<file path="config.mk">
export PLATFORM = sky130hd
export DESIGN_NAME = intr_ctrl
export DESIGN_NICKNAME = d
export VERILOG_FILES = /design/src/rtl/intr_pkg.sv /design/src/rtl/intr_prio_sel.sv /design/src/rtl/intr_ctrl.sv
export SDC_FILE = /design/constraint.sdc
export NUM_CORES = 1
export LEC_CHECK = 0
export CAP_MARGIN = 15
export CORE_ASPECT_RATIO = 1.25
export CORE_UTILIZATION = 45
export CTS_CLUSTER_SIZE = 10
export DETAILED_ROUTE_END_ITERATION = 8
export PLACE_DENSITY = 0.9
export SETUP_SLACK_MARGIN = 0.02
export SLEW_MARGIN = 10
export SYNTH_ARGS = -nofsm -noshare
export SYNTH_HDL_FRONTEND = slang
export SYNTH_SLANG_ARGS = --single-unit
</file>
<file path="constraint.sdc">
create_clock -name CLK -period 2.3 [get_ports CLK]
set_clock_uncertainty 0.1 [all_clocks]
set_input_delay 0.575 -clock CLK [delete_from_list [all_inputs] [get_ports CLK]]
set_output_delay 0.575 -clock CLK [all_outputs]
set_load 0.03 [all_outputs]
</file>
<file path="src/rtl/intr_pkg.sv">
// Shared types and constants for the interrupt controller: FSM states,
// register map and STATUS bit positions.
package intr_pkg;

  typedef enum logic [1:0] {
    IDLE    = 2'd0,
    REQ     = 2'd1,
    SERVICE = 2'd2
  } intr_state_t;

  localparam int unsigned CFG_DW = 32;

  localparam logic [1:0] ADDR_ENABLE  = 2'd0;
  localparam logic [1:0] ADDR_EDGE    = 2'd1;
  localparam logic [1:0] ADDR_PENDING = 2'd2;
  localparam logic [1:0] ADDR_STATUS  = 2'd3;

  localparam int unsigned STAT_SERVICE_BIT = 31;
  localparam int unsigned STAT_INTR_BIT    = 30;

endpackage

</file>
<file path="src/rtl/intr_prio_sel.sv">
// Combinational winner selection over the eligible vector. Fixed lowest-index
// priority by default; rotating priority from start_i with INTC_ROUND_ROBIN_EN.
module intr_prio_sel
  import intr_pkg::*;
#(
  parameter int unsigned NUM_SRC = 8,
  parameter int unsigned ID_W    = (NUM_SRC > 1) ? $clog2(NUM_SRC) : 1
) (
  input  logic [NUM_SRC-1:0] elig_i,
`ifdef INTC_ROUND_ROBIN_EN
  input  logic [ID_W-1:0]    start_i,
`endif
  output logic [ID_W-1:0]    win_id_c,
  output logic               valid_c
);

`ifdef INTC_ROUND_ROBIN_EN
  logic [2*NUM_SRC-1:0] dbl_c;
  logic [NUM_SRC-1:0]   rot_c;
  int unsigned          idx_c;

  // Rotate so bit 0 is the start index; scanning downward leaves the lowest offset.
  always_comb begin
    dbl_c    = {elig_i, elig_i} >> start_i;
    rot_c    = dbl_c[NUM_SRC-1:0];
    win_id_c = '0;
    valid_c  = 1'b0;
    idx_c    = 0;
    for (int off = int'(NUM_SRC) - 1; off >= 0; off--) begin
      if (rot_c[off]) begin
        idx_c = 32'(start_i) + 32'(off);
        if (idx_c >= NUM_SRC) idx_c = idx_c - NUM_SRC;
        win_id_c = ID_W'(idx_c);
        valid_c  = 1'b1;
      end
    end
  end
`else
  always_comb begin
    win_id_c = '0;
    valid_c  = |elig_i;
    for (int i = int'(NUM_SRC) - 1; i >= 0; i--) begin
      if (elig_i[i]) win_id_c = ID_W'(i);
    end
  end
`endif

endmodule

</file>
<file path="src/rtl/intr_ctrl.sv">
// Multi-source interrupt controller feeding the CPU control FSM.
// Optional rotating priority when INTC_ROUND_ROBIN_EN is defined.
module intr_ctrl
  import intr_pkg::*;
#(
  parameter int unsigned NUM_SRC = 8,
  parameter int unsigned ID_W    = (NUM_SRC > 1) ? $clog2(NUM_SRC) : 1
) (
  input  logic               CLK,
  input  logic               RST,
  input  logic [NUM_SRC-1:0] IRQ_IN,
  input  logic               INT_TAKEN,
  input  logic               MRET,
  input  logic               CFG_WE,
  input  logic [1:0]         CFG_ADDR,
  input  logic [CFG_DW-1:0]  CFG_WDATA,
  output logic [CFG_DW-1:0]  CFG_RDATA,
  output logic               INTR,
  output logic [ID_W-1:0]    INT_ID
);

  logic [NUM_SRC-1:0] sync1_q, sync1_d, sync2_q, sync2_d, prev_q, prev_d;
  logic [NUM_SRC-1:0] enable_q, enable_d, edge_q, edge_d, pending_q, pending_d;
  logic [NUM_SRC-1:0] w1c_c, elig_now_c, elig_next_c;
  intr_state_t        state_q, state_d;
  logic [ID_W-1:0]    active_q, active_d, int_id_q, int_id_d, win_id_c;
  logic               intr_q, intr_d;
  logic               take_c, elig_any_c, win_valid_c;
  logic [CFG_DW-1:0]  status_c;
  logic               wdata_unused;

  assign wdata_unused = ^CFG_WDATA;

  assign take_c      = INT_TAKEN && (state_q == REQ);
  assign elig_now_c  = pending_q & enable_q;
  assign elig_any_c  = |elig_now_c;
  assign elig_next_c = pending_d & enable_d;

  // Synchronizer, config registers and pending capture.
  always_comb begin
    sync1_d   = IRQ_IN;
    sync2_d   = sync1_q;
    prev_d    = sync2_q;
    enable_d  = enable_q;
    edge_d    = edge_q;
    pending_d = pending_q;
    w1c_c     = '0;
    if (CFG_WE) begin
      unique case (CFG_ADDR)
        ADDR_ENABLE:  enable_d = CFG_WDATA[NUM_SRC-1:0];
        ADDR_EDGE:    edge_d   = CFG_WDATA[NUM_SRC-1:0];
        ADDR_PENDING: w1c_c    = CFG_WDATA[NUM_SRC-1:0];
        default:      ;
      endcase
    end
    for (int i = 0; i < int'(NUM_SRC); i++) begin
      // A new edge beats a simultaneous clear.
      if (edge_q[i]) begin
        pending_d[i] = (sync2_q[i] & ~prev_q[i]) |
                       (pending_q[i] & ~(w1c_c[i] | (take_c && (int_id_q == ID_W'(i)))));
      end else begin
        pending_d[i] = sync2_q[i];
      end
    end
  end

`ifdef INTC_ROUND_ROBIN_EN
  logic [ID_W-1:0] last_q, last_d, rr_start_c;

  always_comb begin
    last_d     = take_c ? int_id_q : last_q;
    rr_start_c = ((32'(last_d) + 32'd1) >= NUM_SRC) ? '0 : ID_W'(32'(last_d) + 32'd1);
  end
`endif

  // Winner is evaluated on next-cycle eligibility so INT_ID can be registered.
  intr_prio_sel #(
    .NUM_SRC (NUM_SRC),
    .ID_W    (ID_W)
  ) u_prio_sel (
    .elig_i   (elig_next_c),
`ifdef INTC_ROUND_ROBIN_EN
    .start_i  (rr_start_c),
`endif
    .win_id_c (win_id_c),
    .valid_c  (win_valid_c)
  );

  // Request/service FSM and registered outputs.
  always_comb begin
    state_d  = state_q;
    active_d = active_q;
    int_id_d = '0;
    unique case (state_q)
      IDLE: if (elig_any_c) state_d = REQ;
      REQ: begin
        if (take_c) begin
          state_d  = SERVICE;
          active_d = int_id_q;
        end else if (!elig_any_c) begin
          state_d = IDLE;
        end
      end
      SERVICE: if (MRET) state_d = IDLE;
      default: state_d = IDLE;
    endcase
    intr_d = (state_d == REQ);
    if (state_d == REQ && win_valid_c) begin
      int_id_d = win_id_c;
    end else if (state_d == SERVICE) begin
      int_id_d = active_d;
    end
  end

  always_ff @(posedge CLK or negedge RST) begin
    if (!RST) begin
      sync1_q   <= '0;
      sync2_q   <= '0;
      prev_q    <= '0;
      enable_q  <= '0;
      edge_q    <= '0;
      pending_q <= '0;
      state_q   <= IDLE;
      active_q  <= '0;
      int_id_q  <= '0;
      intr_q    <= 1'b0;
`ifdef INTC_ROUND_ROBIN_EN
      last_q    <= '0;
`endif
    end else begin
      sync1_q   <= sync1_d;
      sync2_q   <= sync2_d;
      prev_q    <= prev_d;
      enable_q  <= enable_d;
      edge_q    <= edge_d;
      pending_q <= pending_d;
      state_q   <= state_d;
      active_q  <= active_d;
      int_id_q  <= int_id_d;
      intr_q    <= intr_d;
`ifdef INTC_ROUND_ROBIN_EN
      last_q    <= last_d;
`endif
    end
  end

  always_comb begin
    status_c                   = '0;
    status_c[STAT_SERVICE_BIT] = (state_q == SERVICE);
    status_c[STAT_INTR_BIT]    = intr_q;
    status_c[ID_W-1:0]         = active_q;
  end

  always_comb begin
    unique case (CFG_ADDR)
      ADDR_ENABLE:  CFG_RDATA = CFG_DW'(enable_q);
      ADDR_EDGE:    CFG_RDATA = CFG_DW'(edge_q);
      ADDR_PENDING: CFG_RDATA = CFG_DW'(pending_q);
      default:      CFG_RDATA = status_c;
    endcase
  end

  assign INTR   = intr_q;
  assign INT_ID = int_id_q;

endmodule

</file>
==> summary.md, run 1 <==
| Metric | Value |
|---|---|
| Die area | approximately 0.0061 mm2 |
| Vias per cell | approximately 5.4 |
| Met1 Usage GRT | ~23% |
| GRT Util Overall | a little under 20% |
| Total power draw | 3.53 mW |
| Detail Route Antenna Nets | 0 |
| Crit end category | primary output |
| Row count | 30 |
| Worst EP required | around 1600 ps |
| Die H | ~87 um |
| Reg clk slew, reported paths | roughly 70 ps |
| First-pass GRT wire length | between 8000 and 9000 um |
| Reg2reg end | INT_ID[1]$_DFF_PN0_ |
| Largest net degree at the start of global routing | 58 |
| Clock sink count | 57 |
| Grt ovf | 0 |
| Lkg Pwr | between 1.5 and 2 nW |
| Skew-Pair Late Insertion Delay | between 300 and 400 ps |
| Initial Utilization | between 40 and 50% |
| Worst R2R Path Depth | 7 |
| Placed cell area | about 0.003 mm2 |
| Clock Path Buffers | 2 |
| Setup Viol. Count Final | 0 |
| Pins Over Slew Limit | 0 |
| Area Overhead vs Synth | 31.9% |
| Synthesized instance count | approximately 210 |
| H-tree Lvls | 3 |
| Most common cell in the synthesized netlist | dfrtp_1 |
| CP arrival | roughly 1600 ps |
| N_diodes | 0 |
| Share of cells above drive strength 1 | approximately 34% |
| Syn avg cell area | 12.6 um2 |
| Top cells by area, synth | dfrtp_1 (55%), buf_4 (6.7%), mux2_2 (6.5%) |
| Hpwl dp | between 3000 and 4000 um |
| Startpoint Class | input port |
| Synth cell count leaders | dfrtp_1 (57), buf_4 (23), nand2_1 (18), mux2_2 (15), mux2i_1 (7) |
| Yosys top cell area share | 55.0% |
| Top FF cell, synth | dfrtp_1 |
| RSZ-0062 raised after global routing | false |
| Max VDD drop | just under 500 uV |
| Slowest CP cell | mux4_1 |
| Register area share after synthesis | 55.0% |
| Final setup margin | 78.6 ps |
| Crit-path max cell delay | just under 600 ps |
| Fin crit share | a little over nine tenths |
| Buf/Inv on CP | 2 |
| Setup TNS | 0 ps |
| Worst r2r src | enable_q[0]$_DFF_PN0_ |
| Area of the mapped netlist | between 0.002 and 0.003 mm2 |
| Initial antenna violation count | 0 |
| Worst Path Class, Setup | in2out |
| # IOs | a little over 80 |
| Status | completed |
| Seq cells post-synth | 57 |
| TritonCTS Buffers | 9 |
| Vias in the first global route | between 1,500 and 2,000 |
| Placed insts | around 330 |
| Pre-CTS setup slack | -782 ps |
| Met2 GRT Util | between 30% and 40% |
| Layout Nets | ~320 |
| Finished Layout Cells | 343 |
| Root Buffer | clkbuf_8 |
| Via count | 1,856 |
| Syn. warnings | 0 |
| Post-synth cell types | 45 |
| Fin. Hold Viols | 0 |
| Final min period | roughly 2200 ps |
| Wire length per cell | around 16 um |
| WL final | roughly 5400 um |
| # Max-Cap Violations | 0 |
| Area leader, netlist | dfrtp_1 |
| Hold Crit Class | in2async |
| Crit-path max FO | 6 |
| Gpl congestion | a little under 0.9 |
| Core Region | approximately 0.0055 mm2 |
| Port Buf Inserts | 36 |
| Design area | roughly 0.0034 mm2 |
| 1st-iter DRT viols | 100 |
| Post-synth ARST share | 100% |
| CP cell instances | buf_2, mux4_1, buf_4 |
| Number of synthesized flops with an enable pin | 0 |
| Initial DRT Pass Iterations | 4 |
| Pwr dens | 1030 mW/mm2 |
| Crit path max-delay family | multiplexers |
| Met3 Track Usage GR | under 10% |
| Residual DRC count | 0 |
| Fmax | 0.450 GHz |
| GR peak layer | met2 |
| Die Wd | ~70 um |
| TritonCTS clock tree | built |
| Reg-to-reg setup timing slack | ~280 ps |
-- what timing repair did --
item                                    CTS  global route
pin swaps                                 0             4
hold endpoints to repair                  0             0
hold buffers                              0             0
endpoints found under the setup margin   14             8
setup buffers                             3             0
gates resized for setup                  31             7
-- routing by layer --
metal	routed length (um)	part of all wire [%]
met5	0	0
met4	108	2.0
met3	275	5.1
met2	2820	52
met1	2210	41
-- stage by stage --
| stage | utilization, % | hold WS [ps] |
|---|---|---|
| finish | 62.4 | 133 |
| global route | 62.4 | 133 |
| CTS | 62.1 | 136 |
| detailed placement | 56.3 | 236 |
| global placement | 56.3 | 231 |
| floorplan | - | 179 |
-- kinds of logic after synthesis --
group / synth area share (%)
flip-flops: 55.0
buffers and inverters: 8.16
AND/OR/NAND/NOR: 10.9
other: 0.145
multiplexers: 12.6
AO/OA/AOI/OAI: 13.2
-- power by group --
group          internal (mW)  switching, mW
clock network          0.825          0.386
registers               1.17          0.141
logic                  0.467          0.541
total                   2.46           1.07
-- how the worst max path moves through the flow --
| stage | from | to | slack (ps) | cells after the start |
|---|---|---|---|---|
| detailed placement | CFG_ADDR[0] | CFG_RDATA[1] | -780 | 3 |
| global placement | CFG_ADDR[0] | CFG_RDATA[1] | -790 | 3 |
| global route | CFG_ADDR[0] | CFG_RDATA[0] | 50 | 3 |
| finish | CFG_ADDR[0] | CFG_RDATA[0] | 80 | 3 |
| CTS | CFG_ADDR[1] | INT_ID[0]$_DFF_PN0_ | 30 | 10 |
| floorplan | CFG_ADDR[0] | INT_ID[1]$_DFF_PN0_ | 90 | 7 |
-- worst register-to-register path, delay by kind of cell (launching register included) --
| kind | cells | cell delay [ps] |
|---|---|---|
| AND/OR/NAND/NOR | 1 | 30 |
| flip-flops | 1 | 390 |
| AO/OA/AOI/OAI | 5 | 1220 |
| buffers and inverters | 1 | 160 |
-- placed cells by master, fill, tap and decap left out, types with 2 or more instances in the layout --
master / synthesis / routed
dfrtp_1: 57 / 57
buf_4: 23 / 25
conb_1: 1 / 22
clkdlybuf4s50_1: 0 / 22
nand2_1: 18 / 18
mux2_2: 15 / 14
clkbuf_8: 0 / 9
buf_6: 1 / 8
mux2i_1: 7 / 7
o21ai_2: 3 / 7
a221oi_1: 6 / 6
a21boi_0: 6 / 6
or2_2: 6 / 6
inv_1: 5 / 5
o21ai_1: 4 / 4
nor2_1: 4 / 4
bufinv_16: 0 / 4
buf_2: 1 / 4
a22o_1: 3 / 3
a221oi_2: 3 / 3
nand3b_1: 2 / 2
nand2b_1: 2 / 2
o21a_1: 2 / 2
nor2b_1: 3 / 2
a21oi_1: 2 / 2
and4b_1: 3 / 2
a211oi_1: 2 / 2
mux2_4: 1 / 2
mux4_2: 2 / 2
a21o_1: 2 / 2
clkinv_2: 0 / 2
-- flip-flops by register name, summed over array words and instances, names as in the netlist --
name and flops:
active_q 3, INTR 1, sync1_q 8, prev_d 8
pending_q 8, enable_q 8, edge_q 8, INT_ID 3
prev_q 8, state_q 2
-- layout make-up --
cell class	instances	area, um2
repair buffers	62	557
multi-input cells	139	1080
clock buffers	10	128
clock inverters	6	130
inverters	5	18.8
well taps	64	80.1
fillers	402	2060
flip-flops and latches	57	1430
Power figures use the tool's default switching activity.
==> run 2, diff against run 1 <==
--- a/config.mk
+++ b/config.mk
@@ -12,7 +12,7 @@
 export DETAILED_ROUTE_END_ITERATION = 8
 export PLACE_DENSITY = 0.9
 export SETUP_SLACK_MARGIN = 0.02
-export SLEW_MARGIN = 10
+export SLEW_MARGIN = 20
 export SYNTH_ARGS = -nofsm -noshare
 export SYNTH_HDL_FRONTEND = slang
 export SYNTH_SLANG_ARGS = --single-unit
==> results of run 2 <==
No change in the layout: final DEF, timing and power equal those of run 1.
==> patch 1, RTL diff (config.mk and constraints of run 1) <==
Make the reset (`RST`) synchronous in one clocked block.
--- a/src/rtl/intr_ctrl.sv
+++ b/src/rtl/intr_ctrl.sv
@@ -114,3 +114,3 @@
 
-  always_ff @(posedge CLK or negedge RST) begin
+  always_ff @(posedge CLK) begin
     if (!RST) begin
Behaviour: differs if RST is asserted again (counterexample within 4 cycles, from zero or initial values and one cycle with RST low); with RST held inactive, the same outputs for 4 cycles.
==> patch 1 against run 1 <==
  * Worst hold slack better by 0.20 ns
  * Synthesized area is 4.7% lower
  * Critical path depth is 2 lower
  * Final cell count is 13% higher
  * Setup slack worse by 0.016 ns
  * Design area is 3.9% lower
  * Sequential cell count stayed put
  * Fmax is 0.73% lower
  * Routed wire length is 7.1% higher
  * First-iteration DRC count is 82% higher
  * Critical endpoint is now INT_ID[0]
  * Largest cell class is now multi-input gates
  * Highest routed layer unchanged
Power is not compared: it rests on default switching activity, and its combinational part moved more than twofold at a synthesized area within 25%.
==> patch 1: results (changes against run 1) <==
* Sequential cells at 57 (unchanged)
* Ys flop type: dfxtp_1
* Drt total wl at 5800 um (+7.1%)
* Part of the cycle the worst path needs at 0.9729 (+0.007120)
* Pre-CTS setup slack at -0.7626 ns (+0.01974 ns)
* Total CTS buffers at 9 (unchanged)
* CP Max Fanout at 7 (+1)
* Signal buffers at 64 (+3.2%)
* Multi-input logic cell count at 187 (+35%)
* Row cnt at 29 (-3.3%)
* Yosys warning total at 0 (unchanged)
* Most frequent cells after synthesis: dfxtp_1 (57), nor2_1 (32), and2_1 (27)
* DP Area at 2980 um2 (-3.4%)
* Metal3 WL at 343 um (+25%)
* Synth cell types at 42 (-6.7%)
* Largest net degree at the start of global routing at 30 (-48%)
* GRT Total Usage at 0.2152 (+0.02101)
* Synth Area per Inst at 9.610 um2 (-24%)
* Hpwl dp at 4052 um (+4.6%)
* Number of global-route vias before repair at 1906 (+3.1%)
* Via count at 2055 (+11%)
* Clock-cell share of area at 0.06400 (-0.01140)
* Status: finished, final reports clean
* CP max stage cell: clkdlybuf4s50_1
* Dpl cells at 372 (+14%)
* Initial DRC count at 182 (+82%)
* Non-clk invs at 2 (-3)
* WHS at 0.3318 ns (+0.1992 ns)
* Sequential area share after synthesis at 0.4620 (-0.08845)
* Sequential cell area share at 0.3474 (-0.06985)
* Met2 WL at 2859 um (+1.3%)
* Fillers at 428 (+6.5%)
* Met1 usage at 0.2606 (+0.03502)
* Hold Crit Class: register to register
* Global-route wire length before repair at 9149 um (+3.7%)
* Final non-filler cell total at 388 (+13%)
* Data buffer area share at 0.1768 (+0.01388)
* Met3 Use GR at 0.07258 (+0.007464)
* Area contributors post-synth: dfxtp_1 (46%), mux2i_1 (8.9%), and2_1 (6.8%)
* Area occupied by multi-input gates at 1267 um2 (+18%)
* WL met1 at 2412 um (+9.0%)
* Gpl congestion at 0.8779 (-0.17%)
* Share of post-route cells with drive strength above 1 at 0.2362 (-0.1043)
* Met2 Track Usage GR at 0.3280 (-0.0006856)
==> patch 1: final timing paths <==
kind / cells after the start / end / startpoint
max: 1 / INT_ID[0] / INT_ID[0]
min: 1 / prev_d[7] / sync1_q[7]
max reg2reg: 6 / INT_ID[0] / state_q[1]
min reg2reg: 1 / prev_d[7] / sync1_q[7]
==> patch 1: cells by family after synthesis <==
group           share of synthesized area
mux                                0.1211
compound gates                     0.1251
flops                              0.4620
simple gates                       0.2016
buf+inv                           0.08865
other cells                      0.001518
==> patch 1: worst register-to-register path, stage by stage, from the launching register on <==
cell and delay (ns):
dfxtp_1 0.42, and4b_2 0.32, a221o_1 0.35, and2_1 0.17
o221a_1 0.28, o211ai_1 0.18, nand2_1 0.08
==> patch 1: timing repair <==
action,CTS,global route
pin swaps,0,2
setup buffers,0,1
endpoints found under the setup margin,14,9
resized for setup,26,22
gates cloned,0,0
==> patch 2, RTL diff (config.mk and constraints of run 1) <==
Made on the original files. The option `INTC_ROUND_ROBIN_EN` is turned on by a define.
--- a/src/rtl/intr_prio_sel.sv
+++ b/src/rtl/intr_prio_sel.sv
@@ -2,2 +2,4 @@
 // priority by default; rotating priority from start_i with INTC_ROUND_ROBIN_EN.
+`define INTC_ROUND_ROBIN_EN
+
 module intr_prio_sel
Function: changed (a bounded check fails within 10 cycles, from zero or initial values and one cycle with RST low).
==> patch 2 against run 1 <==
  * The run now ends with negative setup slack left
  * Design area is 43% higher
  * Sequential cell count is 3 higher
  * Power is 110% higher
  * Synthesized area is 31% higher
  * Setup slack worse by 1.2 ns
  * Routed wire length is 130% higher
  * Critical path type is now register to register
==> patch 2: results (changes against run 1) <==
* Number of global-route vias before repair at 3387 (+83%)
* WL met1 at 4235 um (+91%)
* Status: finished, violations left
* # setup viols final at 4 (+4)
* GRT Total Usage at 0.3050 (+0.1108)
* Gpl congestion at 0.9481 (+7.8%)
* Total Power at 7.428 mW (+110%)
* Psw at 3.255 mW (+210%)
* Met1 usage at 0.3331 (+0.1076)
* Worst VDD drop at 727.3 uV (+50%)
* Pleak at 2.264 nW (+42%)
* Share of post-route cells with drive strength above 1 at 0.4636 (+0.1231)
* WL/cell at 22.82 um (+44%)
* Nets at 496 (+55%)
* DP Area at 4385 um2 (+42%)
* Violations in the final reports: negative setup slack
* WHS at 0.1199 ns (-0.01260 ns)
* Final non-filler cell total at 545 (+59%)
* Setup WS post-layout at -1.087 ns (-1.166 ns)
* Largest net degree at the start of global routing at 61 (+5.2%)
* Metal3 WL at 907 um (+230%)
* Met2 WL at 6202 um (+120%)
* Via density at 6.217 (+15%)
* TNS Setup at -3.092 ns (-3.092 ns)
* Peak Freq at 295.2 MHz (-34%)
* Slowest Stage Delay on Critical Path at 0.40 ns (-0.19 ns)
* Power Clock at 0.949 mW (-22%)
* Sequential area share after synthesis at 0.4435 (-0.1070)
* Area contributors post-synth: dfrtp_1 (44%), mux2_2 (8.0%), buf_4 (5.1%)
* Worst path top cell family by delay: compound AO/OA/AOI/OAI gates
* Pre-CTS setup slack at -1.565 ns (-0.7825 ns)
* Hpwl dp at 7350 um (+90%)
* Setup bufs post-CTS at 6 (+3)
* CP max stage cell: dfrtp_1
* CP arrival at 3.51 ns (+1.96 ns)
==> patch 2: layout make-up <==
cell class	count	area (um2)
Clock buffer	10	127.6
Clock inverter	6	63.81
Fill cell	463	2436
Inverter	5	18.77
Multi-Input combinational cell	237	1913
Sequential cell	60	1501
Tap cell	92	115.1
Timing Repair Buffer	135	1137
==> patch 2: cells by family after synthesis <==
family / Yosys count / synth area share
and+or+nand+nor: 99 / 0.1604
AOI/OAI and AO/OA: 70 / 0.1622
DFF: 60 / 0.4435
muxes: 44 / 0.1545
buffers and inverters: 37 / 0.07206
adders and majority gates: 1 / 0.003695
other: 1 / 0.001108
xor gates and xnor gates: 1 / 0.002587
==> patch 2: path summary, 6_finish.rpt <==
check                            from           end  depth (start not counted)
max                        state_q[1]     INT_ID[2]                         15
max reg2reg                state_q[1]     INT_ID[2]                         15
min reg2reg                sync1_q[1]     prev_d[1]                          0
min in group CLK           sync1_q[1]     prev_d[1]                          0
min                               RST     prev_q[5]                          2
max in group asynchronous         RST  pending_q[7]                          2
